$ cat config.mk
export PLATFORM = sky130hd
export DESIGN_NAME = conv_encoder_flat
export DESIGN_NICKNAME = d
export VERILOG_FILES = /design/src/rtl/conv_encoder_if.sv /design/src/rtl/conv_encoder.sv /design/src/flat_wrapper.sv
export SDC_FILE = /design/constraint.sdc
export NUM_CORES = 1
export LEC_CHECK = 0
export BUFFER_PORTS_ARGS = -buffer_cell sky130_fd_sc_hd__buf_2
export CORE_MARGIN = 4
export CORE_UTILIZATION = 58
export CTS_CLUSTER_DIAMETER = 30
export DETAILED_ROUTE_END_ITERATION = 12
export PLACE_DENSITY = 0.86
export SLEW_MARGIN = 40
export SYNTH_ARGS = -nofsm -noshare
export SYNTH_HDL_FRONTEND = slang
export SYNTH_SLANG_ARGS = --single-unit
$ cat constraint.sdc
create_clock -name i_clk -period 3 [get_ports i_clk]
set_clock_uncertainty 0.15 [all_clocks]
set_input_delay 0.6 -clock i_clk [delete_from_list [all_inputs] [get_ports i_clk]]
set_output_delay 0.6 -clock i_clk [all_outputs]
set_load 0.1 [all_outputs]
$ cat src/rtl/conv_encoder_if.sv
// Frame handshake and symbol stream between a frame source and the
// rate-1/2 convolutional encoder.
interface conv_encoder_if #(
  parameter int SIZE_DATA_IN = 8
);
  logic                    i_start;
  logic [SIZE_DATA_IN-1:0] i_data;
  logic                    o_ready;
  logic [1:0]              o_symbol;
  logic                    o_valid;
  logic                    o_done;

  modport master (
    output i_start, i_data,
    input  o_ready, o_symbol, o_valid, o_done
  );

  modport slave (
    input  i_start, i_data,
    output o_ready, o_symbol, o_valid, o_done
  );
endinterface

$ cat src/rtl/conv_encoder.sv
// Rate-1/2, K=3 feed-forward convolutional encoder. Encodes one message word
// MSB first, flushes with two zero tail bits, then pulses o_done.
module conv_encoder #(
  parameter int       SIZE_DATA_IN = 8,
  parameter bit [2:0] G0           = 3'b111,
  parameter bit [2:0] G1           = 3'b101
) (
  input logic            i_clk,
  input logic            i_rst,
  conv_encoder_if.slave  bus
);
  localparam int CW = $clog2(SIZE_DATA_IN + 1);
  localparam logic [CW-1:0] LAST = CW'(SIZE_DATA_IN - 1);
  localparam logic [CW-1:0] ONE  = CW'(1);

  typedef enum logic [1:0] {IDLE, ENCODE, TAIL, DONE} state_t;

  state_t                  state;
  logic [SIZE_DATA_IN-1:0] msg;
  logic                    s1, s2;
  logic [CW-1:0]           cnt;
  logic                    u;
  logic [2:0]              taps;

  // Tail bits are forced to zero to flush the shift register back to 00.
  always_comb begin
    u    = (state == ENCODE) ? msg[SIZE_DATA_IN-1] : 1'b0;
    taps = {u, s1, s2};
  end

  always_ff @(posedge i_clk or posedge i_rst) begin
    if (i_rst) begin
      state        <= IDLE;
      msg          <= '0;
      s1           <= 1'b0;
      s2           <= 1'b0;
      cnt          <= '0;
      bus.o_ready  <= 1'b1;
      bus.o_valid  <= 1'b0;
      bus.o_symbol <= 2'b00;
      bus.o_done   <= 1'b0;
    end else begin
      case (state)
        IDLE: begin
          bus.o_valid  <= 1'b0;
          bus.o_symbol <= 2'b00;
          bus.o_done   <= 1'b0;
          if (bus.i_start) begin
            msg         <= bus.i_data;
            s1          <= 1'b0;
            s2          <= 1'b0;
            cnt         <= '0;
            bus.o_ready <= 1'b0;
            state       <= ENCODE;
          end
        end
        ENCODE, TAIL: begin
          bus.o_symbol <= {^(G0 & taps), ^(G1 & taps)};
          bus.o_valid  <= 1'b1;
          s1           <= u;
          s2           <= s1;
          if (state == ENCODE) begin
            msg <= msg << 1;
            if (cnt == LAST) begin
              cnt   <= '0;
              state <= TAIL;
            end else begin
              cnt <= cnt + ONE;
            end
          end else if (cnt == ONE) begin
            cnt   <= '0;
            state <= DONE;
          end else begin
            cnt <= cnt + ONE;
          end
        end
        DONE: begin
          // First DONE cycle still shows the last tail symbol; o_done follows it.
          bus.o_valid  <= 1'b0;
          bus.o_symbol <= 2'b00;
          if (!bus.o_done) begin
            bus.o_done <= 1'b1;
          end else begin
            bus.o_done  <= 1'b0;
            bus.o_ready <= 1'b1;
            state       <= IDLE;
          end
        end
        default: state <= IDLE;
      endcase
    end
  end
endmodule
$ cat src/flat_wrapper.sv
// flat-port wrapper written by rule: the top's interface ports become plain ports
module conv_encoder_flat 
#(
  parameter int       SIZE_DATA_IN = 8,
  parameter bit [2:0] G0           = 3'b111,
  parameter bit [2:0] G1           = 3'b101
)
  (i_clk, i_rst, bus_i_start, bus_i_data, bus_o_ready, bus_o_symbol, bus_o_valid, bus_o_done);
  conv_encoder_if #(.SIZE_DATA_IN(SIZE_DATA_IN)) bus_i ();
  input logic i_clk;
  input logic i_rst;
  input wire logic [$bits(bus_i.i_start)-1:0] bus_i_start;
  input wire logic [$bits(bus_i.i_data)-1:0] bus_i_data;
  output wire logic [$bits(bus_i.o_ready)-1:0] bus_o_ready;
  output wire logic [$bits(bus_i.o_symbol)-1:0] bus_o_symbol;
  output wire logic [$bits(bus_i.o_valid)-1:0] bus_o_valid;
  output wire logic [$bits(bus_i.o_done)-1:0] bus_o_done;
  assign bus_i.i_start = bus_i_start;
  assign bus_i.i_data = bus_i_data;
  assign bus_o_ready = bus_i.o_ready;
  assign bus_o_symbol = bus_i.o_symbol;
  assign bus_o_valid = bus_i.o_valid;
  assign bus_o_done = bus_i.o_done;
  conv_encoder #(.SIZE_DATA_IN(SIZE_DATA_IN), .G0(G0), .G1(G1)) u_core (.i_clk(i_clk), .i_rst(i_rst), .bus(bus_i));
endmodule
==> flow_metrics.env <==
export IMPL_status="finished clean"
export IMPL_dieArea_um2=2593
export IMPL_worst_setup_path_type="reg2reg"
export IMPL_cpPeakStageDelay_ns=0.65
export IMPL_critPathArrivalTime_ns=2.49
export IMPL_timing_final_max_slew_violations=0
export IMPL_avgViaCountPerCell=5.514
export IMPL_yosysUniqueCellTypes=27
export IMPL_worst_slew_pin_slew_ns=0.5522
export IMPL_clkSinkCount=21
export IMPL_grt_usage_pct=16.98
export IMPL_cts_setup_buffers=0
export IMPL_synth_area_leaders="dfrtp_1 (47%), mux2i_1 (8.4%), ha_1 (5.9%)"
export IMPL_synth_top_area_share_pct=46.84
export IMPL_grt_first_pass_wirelength_mm=3.312
export IMPL_synth_top_area_cell="dfrtp_1"
export IMPL_vias=794
export IMPL_dp_hpwl_mm=1.431
export IMPL_cts_clk_slew_worst_paths_ns=0.11
export IMPL_io_pins=16
export IMPL_crit_chain="inv_1, ha_1, mux2i_1, nor2_2, nor2_1, a21oi_1"
export IMPL_cts_max_level=1
export IMPL_cts_hold_buf=0
export IMPL_slew_headroom_pct=62.14
export IMPL_die_y_um=50.92
export IMPL_synthArstFlopShare_pct=100.0
export IMPL_root_buffer="clkbuf_4"
export IMPL_wl_per_cell_um=13.09
export IMPL_drive_gt1_share_pct=17.65
export IMPL_grt_pass1_vias=804
export IMPL_synth_ff_type="dfrtp_1"
export IMPL_fin_ws_ns=0.5917
export IMPL_gp_congestion=0.7975
export IMPL_cts_path_max_buffers=2
export IMPL_synth_area_um2=1069
export IMPL_diodes=0
export IMPL_n_fill_cell=142
export IMPL_cts_resized_gates=0
export IMPL_min_path_type="in2async"
export IMPL_critPathLaunchType="flip-flop"
export IMPL_fmax_mhz=415.2
export IMPL_synth_seq_area_share_pct=49.30
export IMPL_tns_ns=0
export IMPL_drt_initial_drc_count=16
export IMPL_synth_most_common_cell="dfrtp_1"
export IMPL_syn_to_final_growth_pct=9.368
export IMPL_synth_avg_cell_area_um2=10.18
export IMPL_antenna_found_initial=0
export IMPL_start_util_pct=61.22
export IMPL_ant_nets=0
export IMPL_min_period_ns=2.408
export IMPL_rrSetupSlack_ns=0.59
export IMPL_nets=136
export IMPL_port_buffers=15
export IMPL_design_core_area_um2=1745
export IMPL_routed_wl_mm=1.885
export IMPL_grt_max_degree=22
export IMPL_worst_path_max_delay_cell="ha_1"
export IMPL_crit_fanout=16
export IMPL_tritoncts="built"
export IMPL_cap_viol_max_count=0
export IMPL_ys_ff_latch=21
export IMPL_rsz0062_at_grt="false"
export IMPL_pre_cts_ws_ns=0.5908
export IMPL_placementRows=15
export IMPL_crit_required_ns=3.08
export IMPL_setup_violations=0
export IMPL_drc_errors=0
export IMPL_fin_crit_sh_pct=80.28
export IMPL_grt_overflow=0
export IMPL_numCtsBuffers=3
export IMPL_cp_end_kind="flip-flop"
export IMPL_die_w_um=50.92
export IMPL_synth_commonest_cells="dfrtp_1 (20), nor2_1 (11), o21ai_0 (10)"
export IMPL_ys_warn_count=0
export IMPL_synth_edff_count=0
export IMPL_clk_latency_ns=0.30
export IMPL_first_pass_iters=4
export IMPL_postSynthCellCount=105
export IMPL_hold_viol_final=0
export IMPL_synth_nets=121
[cells in the final DEF, fill, tap and decap left out, types with 2 or more instances in the layout]
master	n
a22o_1	2
ha_1	5
o21ai_0	10
nand2_1	6
a21oi_1	9
xor2_1	2
a31oi_1	3
nor2_1	11
clkbuf_4	3
buf_2	15
nor2b_1	3
dfrtp_1	20
a32o_1	2
inv_1	4
nor3b_1	2
mux2i_1	9
nand3_1	3
[worst max-delay path, delay by kind of cell (launching register included)]
family                   cells  cell delay, ns
multiplexers                 1            0.34
flip-flops                   1            0.40
buffers and inverters        1            0.07
AO/OA/AOI/OAI                1            0.16
AND/OR/NAND/NOR              2            0.56
adder cells (fa/ha/maj)      1            0.65
[registers in the layout, summed over array words and instances (netlist names)]
register	flops
u_core.msg	8
u_core.cnt	4
u_core.bus.o_symbol	2
u_core.state	2
u_core.bus.o_done	1
u_core.bus.o_ready	1
u_core.bus.o_valid	1
u_core.s1	1
u_core.s2	1
[metal layers]
layer | vias to the layer above | wire, um | track usage (%)
met5 | - | 0 | 0
met4 | 0 | 31 | 8.520
met3 | 3 | 63 | 3.499
met2 | 16 | 929 | 28.97
met1 | 374 | 861 | 20.08
li1 | 401 | - | -
[final timing paths]
path                                              from                             end  cells past startpoint
min reg2reg                  u_core.msg[1]$_DFFE_PP0P_       u_core.msg[1]$_DFFE_PP0P_                      2
min                                              i_rst       u_core.msg[7]$_DFFE_PP0P_                      2
min in group i_clk           u_core.msg[1]$_DFFE_PP0P_       u_core.msg[1]$_DFFE_PP0P_                      2
max reg2reg                u_core.state[0]$_DFFE_PP0P_       u_core.msg[5]$_DFFE_PP0P_                      6
max                        u_core.state[0]$_DFFE_PP0P_       u_core.msg[5]$_DFFE_PP0P_                      6
max in group asynchronous                        i_rst  u_core.bus.o_ready$_DFFE_PP1P_                      2
[cells by family (layout without fill, tap and decap cells)]
family | Yosys count | in the layout | share of synthesized area [%]
flip-flops | 21 | 21 | 49.30
adder cells (fa/ha/maj) | 5 | 5 | 5.855
AND/OR/NAND/NOR | 29 | 29 | 13.35
AO/OA/AOI/OAI | 29 | 29 | 16.63
XOR/XNOR | 2 | 2 | 1.640
multiplexers | 9 | 9 | 8.431
buffers and inverters | 10 | 24 | 4.801
[per-stage QoR]
step                cell area, um^2  hold WS, ns  cells  utilization [%]
finish                         1169       0.1279    144            66.95
global route                   1169       0.1485    144            66.95
CTS                            1169       0.2881    144            66.95
detailed placement             1142       0.3767    140            65.45
global placement               1142       0.3637    140            65.45
floorplan                      1069       0.3354    105                -
[area by class of cell]
type	count	area, um^2	area share, %
Sequential cell	21	526.8	45.07
Multi-Input combinational cell	74	490.5	41.97
Timing Repair Buffer	15	75.07	6.424
Tap cell	25	31.28	2.677
Clock buffer	4	26.28	2.248
Inverter	5	18.77	1.606
Power is not shown: default switching activity piles up to over one toggle a cycle in this logic, so the estimate is an artifact.
